--- src/rtl/vectored_interrupt_controller.sv ---
// ---------------------------------------------------------------------------
// vectored_interrupt_controller
//
// Parametrised N-channel vectored interrupt controller. Rising edges on INT
// are latched into PENDING; the lowest-index pending channel that is enabled
// in the mask is the candidate. Acceptance is only evaluated on a clock edge
// with COMMIT=1, using the enable/state values from before that edge. On
// acceptance the controller pulses PC_LD_INTX for one cycle together with
// INT_VECTOR = VECTOR_BASE + id * VECTOR_STRIDE.
//
// Optional build macro: INT_NESTING_EN
//   Undefined (default): single service level, entry clears IE, RETIX
//                        returns to idle and sets IE.
//   Defined            : entry leaves IE alone, a higher-priority candidate
//                        preempts the running ISR (up to NEST_DEPTH stacked
//                        levels), RETIX pops the stack.
//
// Ports:
//   CLK         in   system clock, rising edge
//   RESET       in   asynchronous active-low reset
//   COMMIT      in   instruction commit strobe; qualifies EIX/DIX/RETIX
//   EIX         in   enable-interrupts decode
//   DIX         in   disable-interrupts decode (wins over EIX)
//   RETIX       in   return-from-interrupt decode
//   INT         in   [N_CHANNELS] request lines, synchronous to CLK
//   MASK_WE     in   mask write strobe (independent of COMMIT)
//   MASK_D      in   [N_CHANNELS] mask write data, 1 = channel enabled
//   PC_LD_INTX  out  one-cycle program-counter load pulse
//   INT_VECTOR  out  [ADDR_WIDTH] vector address, valid with PC_LD_INTX
//   IE          out  global interrupt enable
//   INT_ACTIVE  out  an ISR is in service
//   ACTIVE_ID   out  [clog2(N_CHANNELS)] channel in service
//   PENDING     out  [N_CHANNELS] latched pending requests
// ---------------------------------------------------------------------------
module vectored_interrupt_controller #(
  parameter int                    N_CHANNELS    = 4,
  parameter int                    ADDR_WIDTH    = 16,
  parameter logic [ADDR_WIDTH-1:0] VECTOR_BASE   = 16'h0010,
  parameter int                    VECTOR_STRIDE = 4,
  parameter int                    NEST_DEPTH    = 4,
  localparam int                   ID_W          = $clog2(N_CHANNELS)
) (
  input  logic                  CLK,
  input  logic                  RESET,
  input  logic                  COMMIT,
  input  logic                  EIX,
  input  logic                  DIX,
  input  logic                  RETIX,
  input  logic [N_CHANNELS-1:0] INT,
  input  logic                  MASK_WE,
  input  logic [N_CHANNELS-1:0] MASK_D,
  output logic                  PC_LD_INTX,
  output logic [ADDR_WIDTH-1:0] INT_VECTOR,
  output logic                  IE,
  output logic                  INT_ACTIVE,
  output logic [ID_W-1:0]       ACTIVE_ID,
  output logic [N_CHANNELS-1:0] PENDING
);

  typedef enum logic [1:0] {
    ST_IDLE    = 2'd0,
    ST_ENTER   = 2'd1,
    ST_SERVICE = 2'd2
  } state_t;

  state_t                  state_reg;
  logic [N_CHANNELS-1:0]   int_prev_reg;
  logic [N_CHANNELS-1:0]   pending_reg;
  logic [N_CHANNELS-1:0]   mask_reg;
  logic                    ie_reg;
  logic                    pc_ld_reg;
  logic [ADDR_WIDTH-1:0]   vector_reg;
  logic                    int_active_reg;
  logic [ID_W-1:0]         active_id_reg;

  logic [N_CHANNELS-1:0]   int_rise;
  logic [N_CHANNELS-1:0]   eligible;
  logic [N_CHANNELS-1:0]   take_clear;
  logic [N_CHANNELS-1:0]   pending_next;
  logic                    cand_valid;
  logic [ID_W-1:0]         cand_id;
  logic [ADDR_WIDTH-1:0]   cand_vector;
  logic                    take_idle;
  logic                    take_preempt;
  logic                    accept;

  assign int_rise = INT & ~int_prev_reg;
  assign eligible = pending_reg & mask_reg;

  // Lowest index wins: scan from the top so the last hit is the smallest id.
  always_comb begin
    cand_valid = 1'b0;
    cand_id    = '0;
    for (int i = N_CHANNELS - 1; i >= 0; i--) begin
      if (eligible[i]) begin
        cand_valid = 1'b1;
        cand_id    = ID_W'(i);
      end
    end
  end

  assign cand_vector = VECTOR_BASE + ADDR_WIDTH'(cand_id) * ADDR_WIDTH'(VECTOR_STRIDE);

  // Acceptance looks only at pre-edge IE and state, so EI takes effect one
  // instruction later and RETIX cannot retrigger on its own commit.
  assign take_idle = (state_reg == ST_IDLE) && COMMIT && ie_reg && cand_valid;

`ifdef INT_NESTING_EN
  localparam int DEPTH_W = $clog2(NEST_DEPTH + 1);
  localparam int STK_W   = (NEST_DEPTH > 1) ? $clog2(NEST_DEPTH) : 1;

  logic [ID_W-1:0]    stack_reg [NEST_DEPTH];
  logic [DEPTH_W-1:0] depth_reg;
  logic [STK_W-1:0]   push_idx;
  logic [STK_W-1:0]   pop_idx;
  logic               stack_full;

  assign push_idx   = STK_W'(depth_reg);
  assign pop_idx    = STK_W'(depth_reg - DEPTH_W'(1));
  assign stack_full = (depth_reg == DEPTH_W'(NEST_DEPTH));

  // A RETIX commit is a return, never a preemption on the same edge.
  assign take_preempt = (state_reg == ST_SERVICE) && COMMIT && !RETIX && ie_reg &&
                        cand_valid && (cand_id < active_id_reg) && !stack_full;

  // The stack is plain storage; emptiness is tracked by depth_reg alone.
  always_ff @(posedge CLK) begin
    if (take_preempt) begin
      stack_reg[push_idx] <= active_id_reg;
    end
  end
`else
  assign take_preempt = 1'b0;
`endif

  assign accept = take_idle || take_preempt;

  // One-hot clear of the accepted channel; a fresh edge in the same cycle
  // re-sets the bit because the OR with int_rise comes last.
  for (genvar gi = 0; gi < N_CHANNELS; gi++) begin : g_clear
    assign take_clear[gi] = accept && (cand_id == ID_W'(gi));
  end

  assign pending_next = (pending_reg & ~take_clear) | int_rise;

  always_ff @(posedge CLK or negedge RESET) begin
    if (!RESET) begin
      state_reg      <= ST_IDLE;
      int_prev_reg   <= '0;
      pending_reg    <= '0;
      mask_reg       <= '1;
      ie_reg         <= 1'b0;
      pc_ld_reg      <= 1'b0;
      vector_reg     <= '0;
      int_active_reg <= 1'b0;
      active_id_reg  <= '0;
`ifdef INT_NESTING_EN
      depth_reg      <= '0;
`endif
    end else begin
      int_prev_reg <= INT;
      pending_reg  <= pending_next;
      if (MASK_WE) begin
        mask_reg <= MASK_D;
      end

      pc_ld_reg  <= accept;
      vector_reg <= accept ? cand_vector : '0;

      if (COMMIT) begin
        if (DIX) begin
          ie_reg <= 1'b0;
        end else if (EIX) begin
          ie_reg <= 1'b1;
        end
      end

      case (state_reg)
        ST_IDLE: begin
          // RETIX with nothing in service only re-enables interrupts.
          if (COMMIT && RETIX && !DIX) begin
            ie_reg <= 1'b1;
          end
          if (take_idle) begin
            state_reg      <= ST_ENTER;
            int_active_reg <= 1'b1;
            active_id_reg  <= cand_id;
`ifndef INT_NESTING_EN
            ie_reg         <= 1'b0;
`endif
          end
        end

        // The PC load cycle; no acceptance here, so pulses never abut.
        ST_ENTER: begin
          state_reg <= ST_SERVICE;
        end

        ST_SERVICE: begin
          if (COMMIT && RETIX) begin
`ifdef INT_NESTING_EN
            if (depth_reg != '0) begin
              active_id_reg <= stack_reg[pop_idx];
              depth_reg     <= depth_reg - DEPTH_W'(1);
            end else begin
              state_reg      <= ST_IDLE;
              int_active_reg <= 1'b0;
              if (!DIX) begin
                ie_reg <= 1'b1;
              end
            end
`else
            state_reg      <= ST_IDLE;
            int_active_reg <= 1'b0;
            if (!DIX) begin
              ie_reg <= 1'b1;
            end
`endif
          end
`ifdef INT_NESTING_EN
          else if (take_preempt) begin
            state_reg     <= ST_ENTER;
            active_id_reg <= cand_id;
            depth_reg     <= depth_reg + DEPTH_W'(1);
          end
`endif
        end

        default: begin
          state_reg <= ST_IDLE;
        end
      endcase
    end
  end

  assign PC_LD_INTX = pc_ld_reg;
  assign INT_VECTOR = vector_reg;
  assign IE         = ie_reg;
  assign INT_ACTIVE = int_active_reg;
  assign ACTIVE_ID  = active_id_reg;
  assign PENDING    = pending_reg;

endmodule

--- config.mk ---
export PLATFORM = sky130hd
export DESIGN_NAME = vectored_interrupt_controller
export DESIGN_NICKNAME = d
export VERILOG_FILES = /design/src/rtl/vectored_interrupt_controller.sv
export SDC_FILE = /design/constraint.sdc
export NUM_CORES = 1
export LEC_CHECK = 0
export CAP_MARGIN = 20
export CORE_ASPECT_RATIO = 0.9
export CORE_MARGIN = 1.5
export CORE_UTILIZATION = 37
export DETAILED_ROUTE_END_ITERATION = 6
export GPL_ROUTABILITY_DRIVEN = 0
export PLACE_DENSITY = 0.74
export SLEW_MARGIN = 20
export SYNTH_ARGS = -nofsm -noshare
export SYNTH_HDL_FRONTEND = slang
export SYNTH_SLANG_ARGS = --single-unit
--- constraint.sdc ---
create_clock -name CLK -period 1.1 [get_ports CLK]
set_input_delay 0.22 -clock CLK [delete_from_list [all_inputs] [get_ports CLK]]
set_output_delay 0.22 -clock CLK [all_outputs]
set_load 0.1 [all_outputs]
# Word level (Yosys, flattened, before mapping)
# Index checks and enable logic that the tools add are counted.
# word_totals
inputBits,15
word_cells,62
ff_bits,25
output_inout_bits,25
# classes
bitwise_logic,6
reduce_logical,16
muxes,23
add_sub_neg,1
eq_ne,7
# ops
operator,count
1-bit two-way mux,13
4-bit bitwise AND,3
2-bit two-way mux,6
1-bit logical AND,9
4-bit inverter,2
5-bit by 4-bit adder with 6-bit output (first input constant),1
2-bit == test (second input constant),3
6-bit two-way mux,1
2-bit one-hot mux with 3 select lines,1
2-bit by 1-bit == test with 1-bit output (second input constant),2
2-bit logical NOT,2
2-bit != test (second input constant),2
4-bit bitwise OR,1
1-bit one-hot mux with 2 select lines,2
2-bit AND reduction,2
3-bit AND reduction,1
2-bit nonzero test,1
1-bit logical NOT,1

# Longest topological paths before layout
# depth
depth_word,10
depth_mapped,3
depth_no_buf,3

# Least setup slack after synthesis
# No wires, ideal clock.
# synth_timing
path_kind,register -> register
start,"reg ie_reg, in the netlist IE"
end,"reg active_id_reg[0], in the netlist ACTIVE_ID[0]"
path_stages_with_launch,3
setup_ns,0.122
path_buffers,0
path_slack_ns,-0.612
t_required_ns,0.978
arrival_ns,1.590
synth_period_minus_slack_ns,1.712
cell_sequence,dfrtp_1 nand4bb_1 o22a_2
# synth_via
elab_chain_len,3
# synth_lines
item,line,source
start: declaration,70,logic ie_reg;
start signal: assignment,152,ie_reg <= 1'b0;
start signal: assignment,172,ie_reg <= 1'b0;
start signal: assignment,174,ie_reg <= 1'b1;
1-bit logical AND (2 in series),106,assign take_idle = (state_reg == ST_IDLE) && COMMIT && ie_reg && cand_valid;
2-bit AND reduction (no source line),-,
end signal: assignment,187,active_id_reg <= cand_id;
end: declaration,74,logic [ID_W-1:0] active_id_reg;
# No other way between the ends.
# A chain may end at the register's enable or synchronous reset.

# Worst setup path in the final report
# layout_timing
start,"reg pending_reg[1], in the netlist PENDING[1]"
end,out PENDING[1]
# layout_lines
item,line,source
start: declaration,68,logic [N_CHANNELS-1:0] pending_reg;
start signal: assignment,162,pending_reg <= pending_next;
end: declaration,57,output logic [N_CHANNELS-1:0] PENDING
# No word-level cell between the ends.

==> impl_metrics.yaml <==
timing:
  final.setup_skew_ps: 0.625
  rsz0062_at_grt: "true"
  max_freq_mhz: 760
  fin_ws_ps: -216
  hold_viol: 0
  setup_viol: 23
  fin_setup_tns_ps: -2530
  slew_viol_final: 0
  period_share_pct: 120
  fin_crit_ps: 1320
yosys:
  synthDominantCellAreaShare_pct: 44.3
  synth.avg_cell_area_um2: 11.7
  ys.flop_type: "dfrtp_1"
  yosysMostFrequentCell: "dfrtp_1"
  ys_seq_area_share_pct: 55.2
  async_reset_ff_share_pct: 100
  synth_common_cells: "17 x dfrtp_1, 14 x buf_4, 8 x nand2_1, 6 x inv_1"
  yosys_warnings: 0
  yosysUniqueCellTypes: 26
  synth_top_area_cell: "dfrtp_1"
  ys_top_cells_by_area: "dfrtp_1 44%, buf_4 11%, dfstp_2 11%"
  syn_inst: 82
  syn_area_um2: 961
  synth-edff-count: 0
  synth_seq_cells: 21
global_route:
  grt_start_max_net_pins: 12
  first_global_vias: 708
  grt_pass1_wl_mm: 3.31
  antenna_found_initial: 0
  grt.total_usage_pct: 15.2
  grt_overflow: 0
clock_network:
  hold_buffers: 0
  clkSlewWorstSetupHoldPaths_ps: 110
  cts.sinks: 21
  clockRootBuffer: "clkbuf_4"
  h-tree-depth: 1
  clkLatencyLatePin_ps: 300
  numCtsBuffers: 3
  cts_tree: "built"
  clockBufferDepth: 2
detailed_routing:
  drc_errors: 0
  drt_first_pass_iters: 3
  wl_mm: 2.13
  dr.first_iter.drc_count: 6
  via_per_inst: 4.79
  ant_nets: 0
  vias: 761
  routedWlPerCell_um: 13.4
floorplanning:
  dieArea_um2: 2910
  die_h_um: 51.3
  core_um2: 2470
  design.portCount: 40
  fp-row-count: 17
  initial_core_util_pct: 38.9
  die_w_um: 56.7
layout:
  final_cells: 159
  diodes: 0
  drive_above_1_share_pct: 54.2
  final_nets: 147
  num-fill-cells: 191
  area_growth_pct: 67.8
  utilization_pct: 65.4
critical_path:
  crit_fanout: 2
  reg2reg_depth: 4
  cp-start-kind: "register"
  arrival_ps: 1100
  worstSetupPathType: "register to primary output"
  r2r_setup_slack_ps: -200
  timing.rr.start: "PENDING[0]$_DFF_PN0_"
  required_ps: 880
  r2r_end: "PENDING[3]$_DFF_PN0_"
  endpoint_kind: "primary output"
placed_design:
  io_buffers: 26
  pre_cts_ws_ps: -451
  numPlacedInstances: 146
  hpwl_mm: 1.53
power_and_ir_drop:
  cellLeakagePower_nw: 0.715
  ir_drop_v: 0.00181
  power_per_cell_area_nw_per_um2: 2410
run_status:
  violations: "setup timing"
  status: "complete, but fails checks"
hold_path:
  hold_path_class: "input pin to async pin"
run:
  cap_violations: 0
cell type report:
class	count	area, um^2	share of cell area, %
well taps	28	35.0	2.17
repair buffers	47	571	35.4
inverters	6	22.5	1.40
multi-input cells	53	402	24.9
flip-flops and latches	21	557	34.5
clock buffers	4	26.3	1.63
cells in the final DEF, fill, tap and decap left out:
master / Yosys / final
a21o_1: 1 / 1
a21oi_1: 3 / 1
a21oi_2: 1 / 3
a221oi_2: 0 / 1
a22o_1: 4 / 4
a22oi_2: 1 / 1
a22oi_4: 1 / 1
a2bb2oi_1: 1 / 1
a32oi_1: 1 / 1
and2b_1: 1 / 1
and4bb_4: 1 / 1
buf_12: 0 / 12
buf_4: 14 / 12
buf_6: 0 / 9
clkbuf_1: 0 / 1
clkbuf_4: 0 / 3
clkdlybuf4s50_1: 0 / 13
conb_1: 1 / 13
dfrtp_1: 17 / 6
dfrtp_2: 0 / 6
dfrtp_4: 0 / 5
dfstp_2: 4 / 4
dlygate4sd2_1: 0 / 1
inv_1: 6 / 6
mux2_2: 4 / 4
nand2_1: 8 / 4
nand2_2: 0 / 2
nand2_4: 0 / 2
nand3_1: 3 / 1
nand3_2: 0 / 2
nand4_1: 2 / 2
nand4bb_2: 0 / 1
nor2_1: 1 / 1
nor2b_1: 1 / 1
nor3_2: 0 / 1
o21ai_0: 2 / 2
o22a_2: 1 / 1
stage by stage:
stage | total power, mW | area, um^2 | hold WS (ps)
CTS | 3.83 | 1560 | 357
detailed placement | 3.30 | 1430 | 521
global placement | 3.26 | 1430 | 515
floorplan | 2.50 | 1040 | -75.6
finish | 3.89 | 1610 | 354
global route | 4.04 | 1610 | 360
worst max-delay path, cell delays in order, from the launching register on:
cell     delay [ps]
dfrtp_4         510
buf_6           130
buf_12          150
timing repair:
item,4_1_cts,5_1_grt
resized for setup,14,9
endpoints found under the setup margin,21,23
pin swaps,2,7
gates cloned,0,0
buffers inserted,7,2
logic make-up (layout without fill, tap and decap cells):
group / Yosys count / count (layout) / synth area share (%)
AO/OA/AOI/OAI: 17 / 17 / 15.2
flip-flops: 21 / 21 / 55.2
buffers and inverters: 20 / 57 / 13.3
AND/OR/NAND/NOR: 19 / 19 / 11.2
other: 1 / 13 / 0.390
multiplexers: 4 / 4 / 4.69
report_power, final:
part | internal [mW] | switching [mW]
Clock | 0.141 | 0.224
Sequential | 0.980 | 0.169
Combinational | 0.928 | 1.45
metal layers:
metal  track usage (%)  vias to the layer above  wire length [um]
met1              18.7                      371               888
met2              25.8                       29              1090
met5                 0                        -                 0
met3              3.54                        2               137
li1                  -                      359                 -
met4              5.95                        0                14
how the worst max path moves through the flow:
| stage | from | endpoint | slack, ps |
|---|---|---|---|
| after floorplan | IE$_DFF_PN0_ | PENDING[3]$_DFF_PN0_ | -180 |
| after global placement | COMMIT | IE$_DFF_PN0_ | -410 |
| after detailed placement | COMMIT | IE$_DFF_PN0_ | -450 |
| after CTS | PENDING[0]$_DFF_PN0_ | PENDING[0] | -240 |
| after global routing | PENDING[1]$_DFF_PN0_ | PENDING[1] | -250 |
| final | PENDING[1]$_DFF_PN0_ | PENDING[1] | -220 |
Note: power is estimated with default switching activity, not from simulation.
